**config.mk**
```make
export PLATFORM = sky130hd
export DESIGN_NAME = i2s_tx_flat
export DESIGN_NICKNAME = d
export VERILOG_FILES = /design/src/rtl/i2s_tx_if.sv /design/src/rtl/i2s_tx.sv /design/src/flat_wrapper.sv
export SDC_FILE = /design/constraint.sdc
export NUM_CORES = 1
export LEC_CHECK = 0
export CELL_PAD_IN_SITES_DETAIL_PLACEMENT = 2
export CELL_PAD_IN_SITES_GLOBAL_PLACEMENT = 2
export CORE_UTILIZATION = 33
export CTS_BUF_LIST = sky130_fd_sc_hd__clkbuf_4
export DETAILED_ROUTE_END_ITERATION = 8
export MAX_ROUTING_LAYER = met4
export PLACE_DENSITY_LB_ADDON = 0.05
export SLEW_MARGIN = 20
export SYNTH_ARGS = -nofsm -noshare
export SYNTH_HDL_FRONTEND = slang
export SYNTH_SLANG_ARGS = --single-unit
```
**constraint.sdc**
```tcl
create_clock -name sysclk -period 2.5 [get_ports sysclk]
set_input_delay 0.5 -clock sysclk [delete_from_list [all_inputs] [get_ports sysclk]]
set_output_delay 0.5 -clock sysclk [all_outputs]
set_load 0.03 [all_outputs]
```
**src/rtl/i2s_tx_if.sv**
```systemverilog
// i2s_tx_if: sample-pair handshake between a sample producer and i2s_tx.
//   din_left  [15:0]  left sample, two's complement
//   din_right [15:0]  right sample, two's complement
//   din_valid         producer offers a pair
//   din_ready         transmitter holding register is empty
// A pair transfers on a sysclk edge where din_valid and din_ready are both high.
interface i2s_tx_if;
  logic [15:0] din_left;
  logic [15:0] din_right;
  logic        din_valid;
  logic        din_ready;

  modport master (
    output din_left,
    output din_right,
    output din_valid,
    input  din_ready
  );

  modport slave (
    input  din_left,
    input  din_right,
    input  din_valid,
    output din_ready
  );
endinterface

```
**src/rtl/i2s_tx.sv**
```systemverilog
// i2s_tx: I2S master transmitter, 16-bit stereo, 32 bit-clocks per frame.
//   sysclk    system clock, everything on its rising edge
//   rst       synchronous active-low reset
//   din       i2s_tx_if.slave sample-pair handshake (one-deep holding register)
//   bclk      bit clock, half-period BCLK_DIV sysclk cycles
//   wclk      word clock, 0 = left word, 1 = right word
//   dout      serial data, MSB first, one bclk after the wclk change
//   underrun  one-cycle pulse when a frame starts with no pair held
module i2s_tx #(
  parameter int BCLK_DIV = 4
) (
  input  logic      sysclk,
  input  logic      rst,
  i2s_tx_if.slave   din,
  output logic      bclk,
  output logic      wclk,
  output logic      dout,
  output logic      underrun
);

  localparam logic [7:0] DIV_LAST = 8'(BCLK_DIV - 1);

  logic [7:0]  div_r;
  logic [4:0]  slot_r;
  logic [15:0] left_r;
  logic [15:0] right_r;
  logic [15:0] hold_left_r;
  logic [15:0] hold_right_r;
  logic        full_r;
  logic        ready_r;

  logic        tc_s;
  logic        rise_s;
  logic        load_s;
  logic        xfer_s;
  logic [4:0]  slot_next_s;
  logic [3:0]  bidx_s;
  logic        dout_next_s;

  assign din.din_ready = ready_r;

  // Edge decode and next serial bit for the slot being entered.
  // Both 16-slot and 32-slot offsets reduce to the same 4-bit index:
  // (16 - slot) mod 16 == (32 - slot) mod 16 == -slot mod 16.
  always_comb begin
    tc_s        = (div_r == DIV_LAST);
    rise_s      = tc_s && !bclk;
    slot_next_s = slot_r + 5'd1;
    load_s      = rise_s && (slot_next_s == 5'd1);
    xfer_s      = din.din_valid && ready_r;
    bidx_s      = 4'd0 - slot_next_s[3:0];
    dout_next_s = 1'b0;
    if (slot_next_s == 5'd1) begin
      dout_next_s = full_r ? hold_left_r[15] : 1'b0;
    end else if ((slot_next_s == 5'd0) || (slot_next_s >= 5'd17)) begin
      dout_next_s = right_r[bidx_s];
    end else begin
      dout_next_s = left_r[bidx_s];
    end
  end

  // Divider, slot sequencing, serial outputs and holding register.
  always_ff @(posedge sysclk) begin
    if (!rst) begin
      div_r        <= 8'd0;
      slot_r       <= 5'd0;
      bclk         <= 1'b0;
      wclk         <= 1'b0;
      dout         <= 1'b0;
      underrun     <= 1'b0;
      left_r       <= 16'h0000;
      right_r      <= 16'h0000;
      hold_left_r  <= 16'h0000;
      hold_right_r <= 16'h0000;
      full_r       <= 1'b0;
      ready_r      <= 1'b0;
    end else begin
      underrun <= 1'b0;
      if (tc_s) begin
        div_r <= 8'd0;
        bclk  <= ~bclk;
      end else begin
        div_r <= div_r + 8'd1;
      end

      // bclk rising: move to the next slot and present its bit.
      if (rise_s) begin
        slot_r <= slot_next_s;
        dout   <= dout_next_s;
        if (slot_next_s == 5'd0) begin
          wclk <= 1'b0;
        end else if (slot_next_s == 5'd16) begin
          wclk <= 1'b1;
        end
        if (load_s) begin
          if (full_r) begin
            left_r  <= hold_left_r;
            right_r <= hold_right_r;
            full_r  <= 1'b0;
          end else begin
            left_r   <= 16'h0000;
            right_r  <= 16'h0000;
            underrun <= 1'b1;
          end
        end
      end

      // A transfer can only happen while the register is empty, so it
      // never competes with a load of held contents.
      if (xfer_s) begin
        hold_left_r  <= din.din_left;
        hold_right_r <= din.din_right;
        full_r       <= 1'b1;
      end

      // Ready drops on the transfer edge and returns one edge after the
      // holding register empties.
      ready_r <= xfer_s ? 1'b0 : ~full_r;
    end
  end

endmodule

```
**src/flat_wrapper.sv**
```systemverilog
// flat-port wrapper written by rule: the top's interface ports become plain ports
module i2s_tx_flat 
#(
  parameter int BCLK_DIV = 4
)
  (sysclk, rst, bclk, wclk, dout, underrun, din_din_left, din_din_right, din_din_valid, din_din_ready);
  i2s_tx_if din_i ();
  input  logic sysclk;
  input  logic rst;
  output logic bclk;
  output logic wclk;
  output logic dout;
  output logic underrun;
  input wire logic [$bits(din_i.din_left)-1:0] din_din_left;
  input wire logic [$bits(din_i.din_right)-1:0] din_din_right;
  input wire logic [$bits(din_i.din_valid)-1:0] din_din_valid;
  output wire logic [$bits(din_i.din_ready)-1:0] din_din_ready;
  assign din_i.din_left = din_din_left;
  assign din_i.din_right = din_din_right;
  assign din_i.din_valid = din_din_valid;
  assign din_din_ready = din_i.din_ready;
  i2s_tx #(.BCLK_DIV(BCLK_DIV)) u_core (.sysclk(sysclk), .rst(rst), .din(din_i), .bclk(bclk), .wclk(wclk), .dout(dout), .underrun(underrun));
endmodule
```
Word-level counts from Yosys, hierarchy flattened
Cells that the tools add are included.
- bits in registers: 83
- latch bits: 0
- RAM bits: 0
- memory bits (read-only): 0
- input bits: 35
- memories kept: 0
- add/subtract/negate cells: 3
- multiply operators: 0
- divide/modulo/power cells: 0
- order comparisons: 2
- equal/unequal tests: 3
- shifts and indexed selects: 0
- multiplexer cells: 15
- bitwise logic cells: 3
- reduce and logical (&&, ||, !) cells: 15
- operators with widths (operator ; number):
    16-bit 2-to-1 mux ; 2
    1-bit 2-to-1 mux ; 11
    8-bit by 1-bit adder with 8-bit output, second input constant ; 1
    1-bit binary-select mux with 4-bit select ; 2
    8-bit by 2-bit equality test with 1-bit output, second input constant ; 1
    2-bit AND reduction ; 3
    2-bit nonzero test ; 3
    5-bit by 1-bit adder with 5-bit output, second input constant ; 1
    5-bit by 1-bit equality test with 1-bit output, second input constant ; 1
    5-bit equality test, second input constant ; 1
    5-bit greater-or-equal comparator, second input constant ; 1
    5-bit logical NOT ; 1
    4-bit by 5-bit < comparator with 1-bit output, second input constant ; 1
    2-bit OR reduction ; 2
    1-bit by 4-bit subtractor with 4-bit output, first input constant ; 1
    1-bit logical AND ; 3
    1-bit inverter ; 3
    3-bit AND reduction ; 1
    1-bit logical NOT ; 1
    1-bit logical OR ; 1

Depth between registers and ports, before layout
- depth in word-level cells: 6
- depth in mapped cells: 10
- gate-level depth less buffers: 7

Least setup slack after synthesis
Ideal clock, no wire load.
- path kind: register to register
- start point: register u_core.slot_r[1]
- end point: register u_core.dout
- library setup time: 125 ps
- arrival time: 2228 ps
- slack: 146 ps
- stages on the path, launching flop included: 10
- path buffers: 2
- cells stage by stage: dfxtp_1 clkbuf_1 inv_1 ha_1 buf_2 nand3_1 o211a_1 a2111oi_0 a311o_1 a31oi_1
- word-level cells in the longest chain between the ends: 6
- ends and longest elaborated chain (element ; line ; source):
    from (decl) ; i2s_tx.sv:24 ; logic [4:0] slot_r;
    from (signal assigned) ; i2s_tx.sv:88 ; slot_r <= slot_next_s;
    5-bit by 1-bit adder with 5-bit output (*) ; i2s_tx.sv:48 ; slot_next_s = slot_r + 5'd1;
    net u_core.slot_next_s[1] ; i2s_tx.sv:36 ; logic [4:0] slot_next_s;
    1-bit by 4-bit subtractor with 4-bit output ; i2s_tx.sv:51 ; bidx_s = 4'd0 - slot_next_s[3:0];
    1-bit binary-select mux with 4-bit select (on tied branches) ; i2s_tx.sv:58, i2s_tx.sv:56 ;
    1-bit 2-to-1 mux (on tied branches) ; i2s_tx.sv:58, i2s_tx.sv:56 ;
    1-bit 2-to-1 mux ; i2s_tx.sv:55 ; end else if ((slot_next_s == 5'd0) || (slot_next_s >= 5'd17)) begin
    1-bit 2-to-1 mux (*) ; i2s_tx.sv:53 ; if (slot_next_s == 5'd1) begin
    to (signal assigned) ; i2s_tx.sv:89 ; dout <= dout_next_s;
    to (decl) ; i2s_tx.sv:17 ; output logic dout,
The timed path passes the listed nets; every way through them passes the cells marked *. The select of a mux whose other input is x is not followed.
A chain may end at the register's enable or synchronous reset.

Worst setup path in the final report
- start point: register u_core.div_r[0]
- end point: register u_core.full_r
- word-level cells in the longest chain between the ends: 5
- ends and longest elaborated chain (element ; line ; source):
    from (decl) ; i2s_tx.sv:23 ; logic [7:0] div_r;
    from (signal assigned) ; i2s_tx.sv:83 ; div_r <= div_r + 8'd1;
    8-bit by 2-bit equality test with 1-bit output (*) ; i2s_tx.sv:46 ; tc_s = (div_r == DIV_LAST);
    1-bit logical AND (*) ; i2s_tx.sv:47 ; rise_s = tc_s && !bclk;
    1-bit logical AND ; i2s_tx.sv:49 ; load_s = rise_s && (slot_next_s == 5'd1);
    2-bit nonzero test (no line) ; n/a ;
    2-bit AND reduction (no line) (*) ; n/a ;
    to (signal assigned) ; i2s_tx.sv:75 ; full_r <= 1'b0;
    to (signal assigned) ; i2s_tx.sv:99 ; full_r <= 1'b0;
    to (signal assigned) ; i2s_tx.sv:113 ; full_r <= 1'b1;
    to (decl) ; i2s_tx.sv:29 ; logic full_r;
Every way passes the cells marked *; elsewhere a longest branch is shown, timed or not.

==> summary.md <==
| Metric | Value |
|---|---|
| Synth Net Count | `around 460` |
| Max-cap check violation count | `0` |
| Post-layout min period | `between 2 and 2.5 ns` |
| Worst EP required | `roughly 2.9 ns` |
| First-pass GRT wire length | `15700 um` |
| Simple-gate share of the synthesized area | `22.5%` |
| Ys flop type | `dfxtp_1` |
| Fillers | `1287` |
| Root buffer cell | `clkbuf_4` |
| GRT Total Usage | `about 18%` |
| Worst Setup Start Kind | `flop` |
| Die Ht | `110 um` |
| Num CTS Buffers | `9` |
| Final Hold Violating Endpoints | `0` |
| Clock Tree Buf Depth | `2` |
| N_diodes | `0` |
| Final WS setup | `0.240 ns` |
| Routed wire length | `9470 um` |
| CTS tree | `done` |
| Design Power | `2340 uW` |
| Gates resized, CTS repair | `0` |
| Post-synthesis xor/xnor area fraction | `2.73%` |
| Peak supply drop | `between 0.3 and 0.4 mV` |
| # clock sinks | `83` |
| DRC Markers | `0` |
| Clk_skew | `0.0130 ns` |
| Slew margin rel. | `63.1%` |
| Syn Area/Cell | `~9.0 um2` |
| Synth Area in Compound Gates | `20.0%` |
| Post-synth EDFFs | `0` |
| Place WS | `0.109 ns` |
| Routed length per instance | `approximately 16 um` |
| Final nets | `498` |
| Input/output buffers | `39` |
| Postcts setup bufs | `0` |
| Ys async rst share | `0%` |
| Distinct cell type count after synthesis | `48` |
| Clk Latency, worst-skew pair | `0.47 ns` |
| Starting Density | `33.7%` |
| HPWL after DPL | `about 6700 um` |
| Setup Crit Path Kind | `flop to flop` |
| GP Congestion | `0.791` |
| Fin util | `39.1%` |
| DRT Pass-1 Iters | `4` |
| Seq/Total Area, Yosys | `43.1%` |
| RSZ-0062 raised after global routing | `no` |
| Setup TNS | `0 ns` |
| Worst slew pin tran | `0.540 ns` |
| Post-Synth Adder-Cell Area | `0.974%` |
| Synthesis-to-finish area growth | `16.0%` |
| Power per cell area | `523 nW/um2` |
| Element type at the critical path end | `flop` |
| Vias in the first global route | `3091` |
| Fraction of final layout cells sized beyond drive strength 1 | `16.2%` |
| Part of the cycle the worst path needs | `between 90% and 100%` |
| Mux cell area share after synthesis | `4.94%` |
| CP max FO | `24` |
| Yosys warnings | `0` |
| Pins Over Slew Limit | `0` |
| Vias per inst | `5.02` |
| Status | `completed` |
| FF+latch count, synth | `83` |
| Synthesized instance count | `roughly 430` |
| DIE WIDTH | `approximately 110 um` |
| Leakage | `0.00149 uW` |
| CTS H-tree lvls | `3` |
| Largest family of logic cells by synthesized area | `simple AND/OR/NAND/NOR gates` |
| Worst min-delay path class | `input port to flop` |
| Die area | `12100 um2` |
| Clk slew on worst S/H paths | `~0.13 ns` |
| Core area | `11400 um2` |
| I/O Pins | `40` |
| Routed via count | `3049` |
| Largest net degree at the start of global routing | `35` |
| GRT overflow | `0` |
| Antenna violations before repair | `0` |
| Max Freq | `between 400 and 500 MHz` |
| FP Rows | `39` |
| WP data arrival | `2.64 ns` |
| DRT iter0 DRCs | `89` |
| Post-synthesis cell area | `3850 um2` |
| Final ANT Viol Nets | `0` |
| Final setup viols | `0` |
| Hold_buf cts | `0` |
-- placed cells by master, fill, tap and decap left out, types with 7 or more instances in the layout --
cell type / instances
and2_1: 7
buf_4: 15
clkbuf_4: 9
nand2_1: 111
nand3_1: 38
nor2_1: 15
clkdlybuf4s50_1: 38
a21boi_0: 34
a21boi_2: 29
dfxtp_1: 83
mux4_2: 8
-- through the flow --
step / instances / hold WS [ns] / cell area (um2)
after floorplan: 426 / 0.432 / 3850
after global placement: 592 / 0.446 / 4360
after detailed placement: 592 / 0.452 / 4360
after CTS: 607 / 0.364 / 4460
after global routing: 607 / 0.379 / 4470
final: 607 / 0.405 / 4470
-- where the power goes --
part	total [uW]	leakage (uW)	internal, uW	switching, uW
logic	288	0.000760	137	151
clock network	659	0.0000550	189	470
registers	1390	0.000673	1360	27.5
total	2340	0.00149	1690	649
-- state kept, by name, indices dropped and copies added, names as in the netlist --
signal / flops
u_core.div_r: 8
u_core.din.din_ready: 1
u_core.left_r: 16
u_core.hold_left_r: 16
u_core.bclk: 1
u_core.right_r: 16
u_core.slot_r: 5
u_core.full_r: 1
u_core.hold_right_r: 16
u_core.dout: 1
u_core.wclk: 1
u_core.underrun: 1
-- Yosys cell counts (4+ instances only) --
cell / number / area (um2)
nor2_1: 15 / 56.3
nand3_1: 38 / 190
and2_1: 7 / 43.8
buf_6: 10 / 113
a21oi_1: 4 / 20.0
a21boi_0: 34 / 255
nor2b_1: 5 / 31.3
mux4_2: 8 / 180
nand2b_1: 4 / 25.0
clkbuf_1: 18 / 67.6
o21ai_0: 5 / 25.0
nand2_1: 111 / 417
a21boi_2: 29 / 327
xnor2_1: 6 / 52.6
xor2_1: 6 / 52.6
dfxtp_1: 83 / 1660
-- cell families after synthesis --
| group | after synthesis |
|---|---|
| AND/OR/NAND/NOR | 193 |
| AO/OA/AOI/OAI | 89 |
| flip-flops | 83 |
| buffers and inverters | 37 |
| XOR/XNOR | 12 |
| multiplexers | 9 |
| adder cells (fa/ha/maj) | 3 |
-- routing by layer --
| metal | track usage, % | share of wire, % | wire length [um] | vias to the layer above |
|---|---|---|---|---|
| met2 | 30.4 | 50 | 4760 | 34 |
| met4 | 4.86 | 1.1 | 102 | 0 |
| met5 | - | 0 | 0 | - |
| met3 | 5.47 | 3.2 | 302 | 8 |
| li1 | - | - | - | 1516 |
| met1 | 20.2 | 46 | 4310 | 1491 |
-- path summary, 6_finish.rpt --
check / startpoint / end / slack [ns] / cells past startpoint
hold reg to reg: u_core.left_r[4]$_SDFFE_PN0P_ / u_core.left_r[4]$_SDFFE_PN0P_ / 0.47 / 2
setup / recovery: u_core.div_r[0]$_SDFF_PP0_ / u_core.full_r$_SDFFE_PN0P_ / 0.24 / 8
hold / removal: rst / u_core.hold_right_r[6]$_SDFFE_PN0P_ / 0.41 / 2
setup reg to reg: u_core.div_r[0]$_SDFF_PP0_ / u_core.full_r$_SDFFE_PN0P_ / 0.24 / 8
-- final cells by class --
class                   count  area (um2)  share of cell area (%)
multi-input cells         306        1970                    44.2
flip-flops and latches     83        1660                    37.2
repair buffers             56         538                    12.0
well taps                 143         179                    4.00
clock buffers               9        67.6                    1.51
clock inverters             6        33.8                   0.756
inverters                   4        15.0                   0.336
-- worst max-delay path, cell delays in order, from the launching register on --
cell	delay, ns
dfxtp_1	0.42
ha_1	0.23
or2b_2	0.32
or3_4	0.44
nor2_4	0.20
nand2b_1	0.16
buf_12	0.19
a21oi_1	0.15
nor2b_1	0.06
No activity file was read; power rests on OpenSTA's default activity.
